`src/rtl/fetch_decoder.sv`:
```
// Instruction fetch/decode sequencer: fetches one 16-bit word per pc_strobe and decodes it into PC control.
// Latency: strobe sampled at edge N, mem_ready at N+1 -> decoded outputs and instr_valid after edge N+2.
// Backpressure: mem_req is held until mem_ready; strobes arriving while busy collapse into one pending fetch (newest pc wins).
//
// Ports: clk/rst (async active-high); pc/pc_strobe from the counter block; zero_flag from the datapath;
//        mem_addr/mem_req/mem_rdata/mem_ready to instruction memory; step/jump/jump_target/halt decoded
//        PC control; instr_valid decode strobe; busy (not IDLE); err (illegal opcode or fetch timeout, sticky).
// Optional feature: define FETCH_TIMEOUT_EN to abort a fetch after TIMEOUT_CYCLES cycles without mem_ready.
module fetch_decoder #(
    parameter int TIMEOUT_CYCLES = 255
) (
    input  logic        clk,
    input  logic        rst,
    input  logic [7:0]  pc,
    input  logic        pc_strobe,
    input  logic        zero_flag,
    output logic [7:0]  mem_addr,
    output logic        mem_req,
    input  logic [15:0] mem_rdata,
    input  logic        mem_ready,
    output logic [7:0]  step,
    output logic        jump,
    output logic [7:0]  jump_target,
    output logic        halt,
    output logic        instr_valid,
    output logic        busy,
    output logic        err
);

    localparam logic [1:0] S_IDLE   = 2'd0;
    localparam logic [1:0] S_FETCH  = 2'd1;
    localparam logic [1:0] S_DECODE = 2'd2;

    localparam logic [3:0] OP_NOP  = 4'h0;
    localparam logic [3:0] OP_JMP  = 4'h1;
    localparam logic [3:0] OP_HALT = 4'h2;
    localparam logic [3:0] OP_SKIP = 4'h3;
    localparam logic [3:0] OP_JZ   = 4'h4;
    localparam logic [3:0] OP_ADDI = 4'h5;

    logic [1:0] state;
    logic       pending;
    logic [7:0] pending_pc;
    logic [3:0] instr_op;
    logic [7:0] instr_imm;

    // Bits 11:8 of the instruction word carry nothing for this decoder.
    logic unused_rdata;
    assign unused_rdata = ^mem_rdata[11:8];

`ifdef FETCH_TIMEOUT_EN
    localparam int CW = (TIMEOUT_CYCLES < 2) ? 1 : $clog2(TIMEOUT_CYCLES + 1);
    localparam logic [CW-1:0] TMO_LAST = CW'(TIMEOUT_CYCLES - 1);
    logic [CW-1:0] tmo_cnt;
`else
    localparam int unused_timeout_cycles = TIMEOUT_CYCLES;
`endif

    assign busy = (state != S_IDLE);

    always_ff @(posedge clk or posedge rst) begin
        if (rst) begin
            state       <= S_IDLE;
            pending     <= 1'b0;
            pending_pc  <= 8'h00;
            instr_op    <= 4'h0;
            instr_imm   <= 8'h00;
            mem_addr    <= 8'h00;
            mem_req     <= 1'b0;
            step        <= 8'h00;
            jump        <= 1'b0;
            jump_target <= 8'h00;
            halt        <= 1'b0;
            instr_valid <= 1'b0;
            err         <= 1'b0;
`ifdef FETCH_TIMEOUT_EN
            tmo_cnt     <= '0;
`endif
        end else begin
            instr_valid <= 1'b0;
            case (state)
                S_IDLE: begin
`ifdef FETCH_TIMEOUT_EN
                    tmo_cnt <= '0;
`endif
                    if (halt) begin
                        // A halted core never fetches again; drop anything left over.
                        pending <= 1'b0;
                    end else if (pc_strobe || pending) begin
                        // A fresh strobe is newer than anything recorded while busy.
                        mem_addr <= pc_strobe ? pc : pending_pc;
                        mem_req  <= 1'b1;
                        pending  <= 1'b0;
                        state    <= S_FETCH;
                    end
                end
                S_FETCH: begin
                    if (pc_strobe) begin
                        pending    <= 1'b1;
                        pending_pc <= pc;
                    end
                    if (mem_ready) begin
                        instr_op  <= mem_rdata[15:12];
                        instr_imm <= mem_rdata[7:0];
                        mem_req   <= 1'b0;
                        state     <= S_DECODE;
                    end
`ifdef FETCH_TIMEOUT_EN
                    else if (tmo_cnt == TMO_LAST) begin
                        // Give up on memory: retire the slot as a NOP and flag it.
                        instr_op  <= OP_NOP;
                        instr_imm <= 8'h00;
                        mem_req   <= 1'b0;
                        err       <= 1'b1;
                        state     <= S_DECODE;
                    end else begin
                        tmo_cnt <= tmo_cnt + 1'b1;
                    end
`endif
                end
                S_DECODE: begin
                    if (pc_strobe) begin
                        pending    <= 1'b1;
                        pending_pc <= pc;
                    end
                    instr_valid <= 1'b1;
                    state       <= S_IDLE;
                    case (instr_op)
                        OP_NOP: begin
                            step <= 8'd1;
                            jump <= 1'b0;
                        end
                        OP_JMP: begin
                            step        <= 8'd0;
                            jump        <= 1'b1;
                            jump_target <= instr_imm;
                        end
                        OP_HALT: begin
                            step <= 8'd0;
                            jump <= 1'b0;
                            halt <= 1'b1;
                        end
                        OP_SKIP: begin
                            step <= 8'd2;
                            jump <= 1'b0;
                        end
                        OP_JZ: begin
                            step        <= zero_flag ? 8'd0 : 8'd1;
                            jump        <= zero_flag;
                            jump_target <= instr_imm;
                        end
                        OP_ADDI: begin
                            step <= instr_imm;
                            jump <= 1'b0;
                        end
                        default: begin
                            step <= 8'd1;
                            jump <= 1'b0;
                            err  <= 1'b1;
                        end
                    endcase
                end
                default: begin
                    state   <= S_IDLE;
                    mem_req <= 1'b0;
                end
            endcase
        end
    end

endmodule

```
`config.mk`:
```
export PLATFORM = sky130hd
export DESIGN_NAME = fetch_decoder
export DESIGN_NICKNAME = d
export VERILOG_FILES = /design/src/rtl/fetch_decoder.sv
export SDC_FILE = /design/constraint.sdc
export NUM_CORES = 1
export LEC_CHECK = 0
export ABC_AREA = 1
export ABC_CLOCK_PERIOD_IN_PS = 3300
export BUFFER_PORTS_ARGS = -buffer_cell sky130_fd_sc_hd__buf_2
export CORE_MARGIN = 5
export CORE_UTILIZATION = 56
export CTS_CLUSTER_SIZE = 10
export DETAILED_ROUTE_END_ITERATION = 10
export PLACE_DENSITY = 0.81
export REMOVE_ABC_BUFFERS = 1
export SKIP_LAST_GASP = 1
export SYNTH_ARGS = -nofsm -noshare
export SYNTH_HDL_FRONTEND = slang
export SYNTH_SLANG_ARGS = --single-unit
```
`constraint.sdc`:
```
create_clock -name clk -period 3.3 [get_ports clk]
set_input_delay 0.825 -clock clk [delete_from_list [all_inputs] [get_ports clk]]
set_output_delay 0.825 -clock clk [all_outputs]
set_load 0.03 [all_outputs]
```
### Word-level counts from Yosys, hierarchy flattened

Index checks and enable logic that the tools add are counted.

* equality and inequality tests: 12
* mux-type cells: 17
* bitwise operators: 3
* reduce and logical (&&, ||, !) cells: 17

Operators by type and width (count)
* $pmux 8 s4: 1
* $reduce_and 3->1: 3
* $eq 4x2->1 const B: 2
* $eq 4x3->1 const B: 2
* $mux 1: 8
* $mux 8: 1
* $reduce_and 2->1: 4
* $mux 2: 3
* $ne 2x2->1 const B: 3
* $reduce_or 2->1: 3
* $reduce_or 6->1: 1
* $eq 4x1->1 const B: 1
* $logic_not 4->1: 1
* $pmux 1 s2: 2
* $pmux 2 s2: 1
* $reduce_and 4->1: 1
* $reduce_bool 2->1: 2
* $ne 3x3->1 const B: 1
* $not 1->1: 3
* $pmux 1 s3: 1
* $eq 2x1->1 const B: 1
* $eq 2x2->1 const B: 1
* $logic_not 2->1: 1
* $ne 2x1->1 const B: 1
* $logic_or 1x1->1: 1

* bits in registers: 52

### Logic depth before layout (Yosys ltp)

* word-level depth: 4
* gate-level depth with buffers: 8

### Worst setup path before layout

No wires, ideal clock.

* kind: register to output
* start: reg state[0]
* end: out busy
* arrival: 847 ps
* data required time: 2475 ps
* setup slack: 1628 ps
* cell stages (with the launch flop): 4
* path buffers: 0
* cell sequence: dfrtp_1 -> inv_1 -> ha_1 -> inv_2

* word-level cells in the longest chain between the ends: 1

RTL lines
* from (decl): RTL line 41 `logic [1:0] state;`
* from (signal assigned): RTL line 63 `state <= S_IDLE;`
* from (signal assigned): RTL line 94 `state <= S_FETCH;`
* from (signal assigned): RTL line 106 `state <= S_DECODE;`
* $reduce_bool 2->1: RTL line 59 `assign busy = (state != S_IDLE);`
* to (decl): RTL line 26 `output logic busy,`

No other way between the ends.

### Worst setup path in the final report

Same ends and word-level chain as after synthesis.

==> flow_summary.toml <==
[detailed_routing]
first_pass_iters = 4
wirelength_um = 4560
ant_nets = 0
detail_route.wl_per_cell_um = 12.7
drt_iter0_drc = 99
drc = 0
vias_per_cell = 5.04
num_vias = 1806

[yosys]
synth_edf_count = 0
async_reset_ff_share_pct = 100
synth_top_area_cell = "dfrtp_1"
netlist_area_um2 = 2280
yosysWarnings = 0
synth_most_common_cell = "nand2_1"
ys_top_cells_by_area = "dfrtp_1 57%, nand2_1 15%, o21ai_0 5.5%"
synth_top_cells_by_count = "93 x nand2_1, 52 x dfrtp_1, 25 x o21ai_0"
syn_avg_cell_area_um2 = 9.03
syn_inst = 253
synth_top_cell_area_share_pct = 57.0
synth-seq-area-share_pct = 57.0
ys_ff_latch = 52
ys.flop_type = "dfrtp_1"
netlist-cell-type-count = 20

[critical_path]
crit_path_end_kind = "output port"
cpMaxStageDelayCell = "dfrtp_1"
critPathLaunchType = "flip-flop"
r2r_start = "state[1]"
cpPeakStageDelay_ns = 0.41
reg2reg_to = "instr_imm[5]"
rrSetupSlack_ns = 1.66
path_cells = "inv_1 > ha_1 > inv_2 > buf_2"
crit_arrival_ns = 1.36
cp.required_ns = 2.47
ff2ff_path_depth = 4
critPathMaxFanout = 4
crit_type = "flip-flop to output port"

[grt]
antenna_found_initial = 0
grt_pass1_vias = 1783
grt_pass1_wl_um = 7870
grt_use_total_pct = 18.9
overflow = 0
grt_max_degree = 53

[floorplan]
row_count = 23
core_area_um2 = 3970
initial_core_util_pct = 57.5
die_h_um = 73.9
io_pins = 59
die-area_um2 = 5450
die_w_um = 73.9

[min_path]
min_from = "mem_addr[5]"
hold_class = "flip-flop to flip-flop"
hold_depth = 2
holdPathEnd = "mem_addr[5]"

[clock_tree]
cts_sinks = 52
cts_buffers = 5
post_cts_buffers = 0
h-tree-depth = 2
hold_buffers = 0
cts_root_buf = "clkbuf_8"
cts.repair.resized = 0
clkTransAtPathRegs_ns = 0.09
clk_latency_ns = 0.30
cts_tree = "built"
clockBufferDepth = 2

[place]
hpwlAfterDp_um = 3170
dp.cells = 350
gp_congestion = 0.783
io_buffers = 54

[power]
vdd_drop_max_mv = 0.671
finalPower_mw = 2.76
cellLeakagePower_nw = 1.44
cellPowerDensity_nw_per_um2 = 1030

[timing]
worst_slew_pin_slew_ns = 1.04
setup_violations = 0
finalHoldViolCount = 0
fmax_mhz = 458
slew_headroom_pct = 30.7
period_share_pct = 66.2
finClkSkew_ns = 0.00306
fin_crit_ns = 2.18
tns_ns = 0
rsz0062_at_grt = "false"
final-max-slew-violation-count = 0

[outcome]
outcome = "completed"

[layout]
final_util_pct = 67.5
layout-drive-gt1-share_pct = 26.9
syn2layout_area_growth_pct = 17.3
finalNonFillerCells = 358
n_antenna_cell = 0
fin_nets = 341

[job]
maxCapViolCount = 0
[area by class of cell]
type / count / area, um2
sequential: 52 / 1300
fill: 334 / 1290
multi-input combinational: 171 / 860
timing repair buffer: 55 / 278
inverter: 22 / 85.1
clock buffer: 6 / 82.6
tap: 50 / 62.6
clock inverter: 2 / 10.0
[cell families (layout without fill, tap and decap cells)]
family / count (synthesis) / after routing / synth area share (%)
AND/OR/NAND/NOR: 127 / 127 / 23.5
flip-flops: 52 / 52 / 57.0
buffers and inverters: 30 / 85 / 5.37
AO/OA/AOI/OAI: 29 / 29 / 6.47
multiplexers: 10 / 10 / 4.93
adder cells (fa/ha/maj): 5 / 5 / 2.74
[power by group]
part	leakage [nW]	switching (mW)	internal, mW
registers	0.652	0.183	0.933
logic	0.741	0.874	0.395
clock network	0.0510	0.205	0.168
[per-layer routing]
| metal | up-vias | GRT usage [%] | wire (um) |
|---|---|---|---|
| met3 | 5 | 4.79 | 332 |
| met5 | - | 0 | 0 |
| met1 | 848 | 23.4 | 1980 |
| met4 | 0 | 7.85 | 63 |
| li1 | 903 | - | - |
| met2 | 50 | 31.5 | 2180 |
[placed cells by master, fill, tap and decap left out, types with 2 or more instances in the layout]
cell	n
nand3_1	18
buf_2	54
nor2_1	9
nand2_1	93
nor2_2	2
inv_1	18
o21ai_0	25
clkinv_2	2
a21oi_1	3
mux2_2	10
dfrtp_1	52
ha_1	5
clkbuf_8	6
inv_2	3
[state kept, by name, indices dropped and copies added, names as in the netlist, 2 cells and up]
| signal | flops |
|---|---|
| state | 2 |
| pending_pc | 8 |
| jump_target | 8 |
| instr_op | 4 |
| instr_imm | 8 |
| step | 8 |
| mem_addr | 8 |
[through the flow]
| stage | hold WS, ns | worst slack, ns | cell area, um2 |
|---|---|---|---|
| floorplan | 0.482 | 1.22 | 2250 |
| global route | 0.503 | 1.01 | 2680 |
| global placement | 0.448 | 1.34 | 2590 |
| finish | 0.472 | 1.12 | 2680 |
| CTS | 0.475 | 1.10 | 2680 |
| detailed placement | 0.454 | 1.33 | 2590 |
[worst max-delay path, delay by kind of cell, from the launching register on]
| kind | cells | cell delay, ns |
|---|---|---|
| flip-flops | 1 | 0.41 |
| buffers and inverters | 3 | 0.39 |
| adder cells (fa/ha/maj) | 1 | 0.25 |
[how the worst max path moves through the flow]
stage / end / cells past startpoint / from / slack, ns
floorplan: err / 1 / rst / 1.22
global placement: mem_addr[4] / 6 / pc_strobe / 1.34
detailed placement: mem_addr[7] / 6 / pc_strobe / 1.33
CTS: busy / 4 / state[0] / 1.10
global route: busy / 4 / state[0] / 1.01
finish: busy / 4 / state[0] / 1.12
No activity file was read; power rests on OpenSTA's default activity.
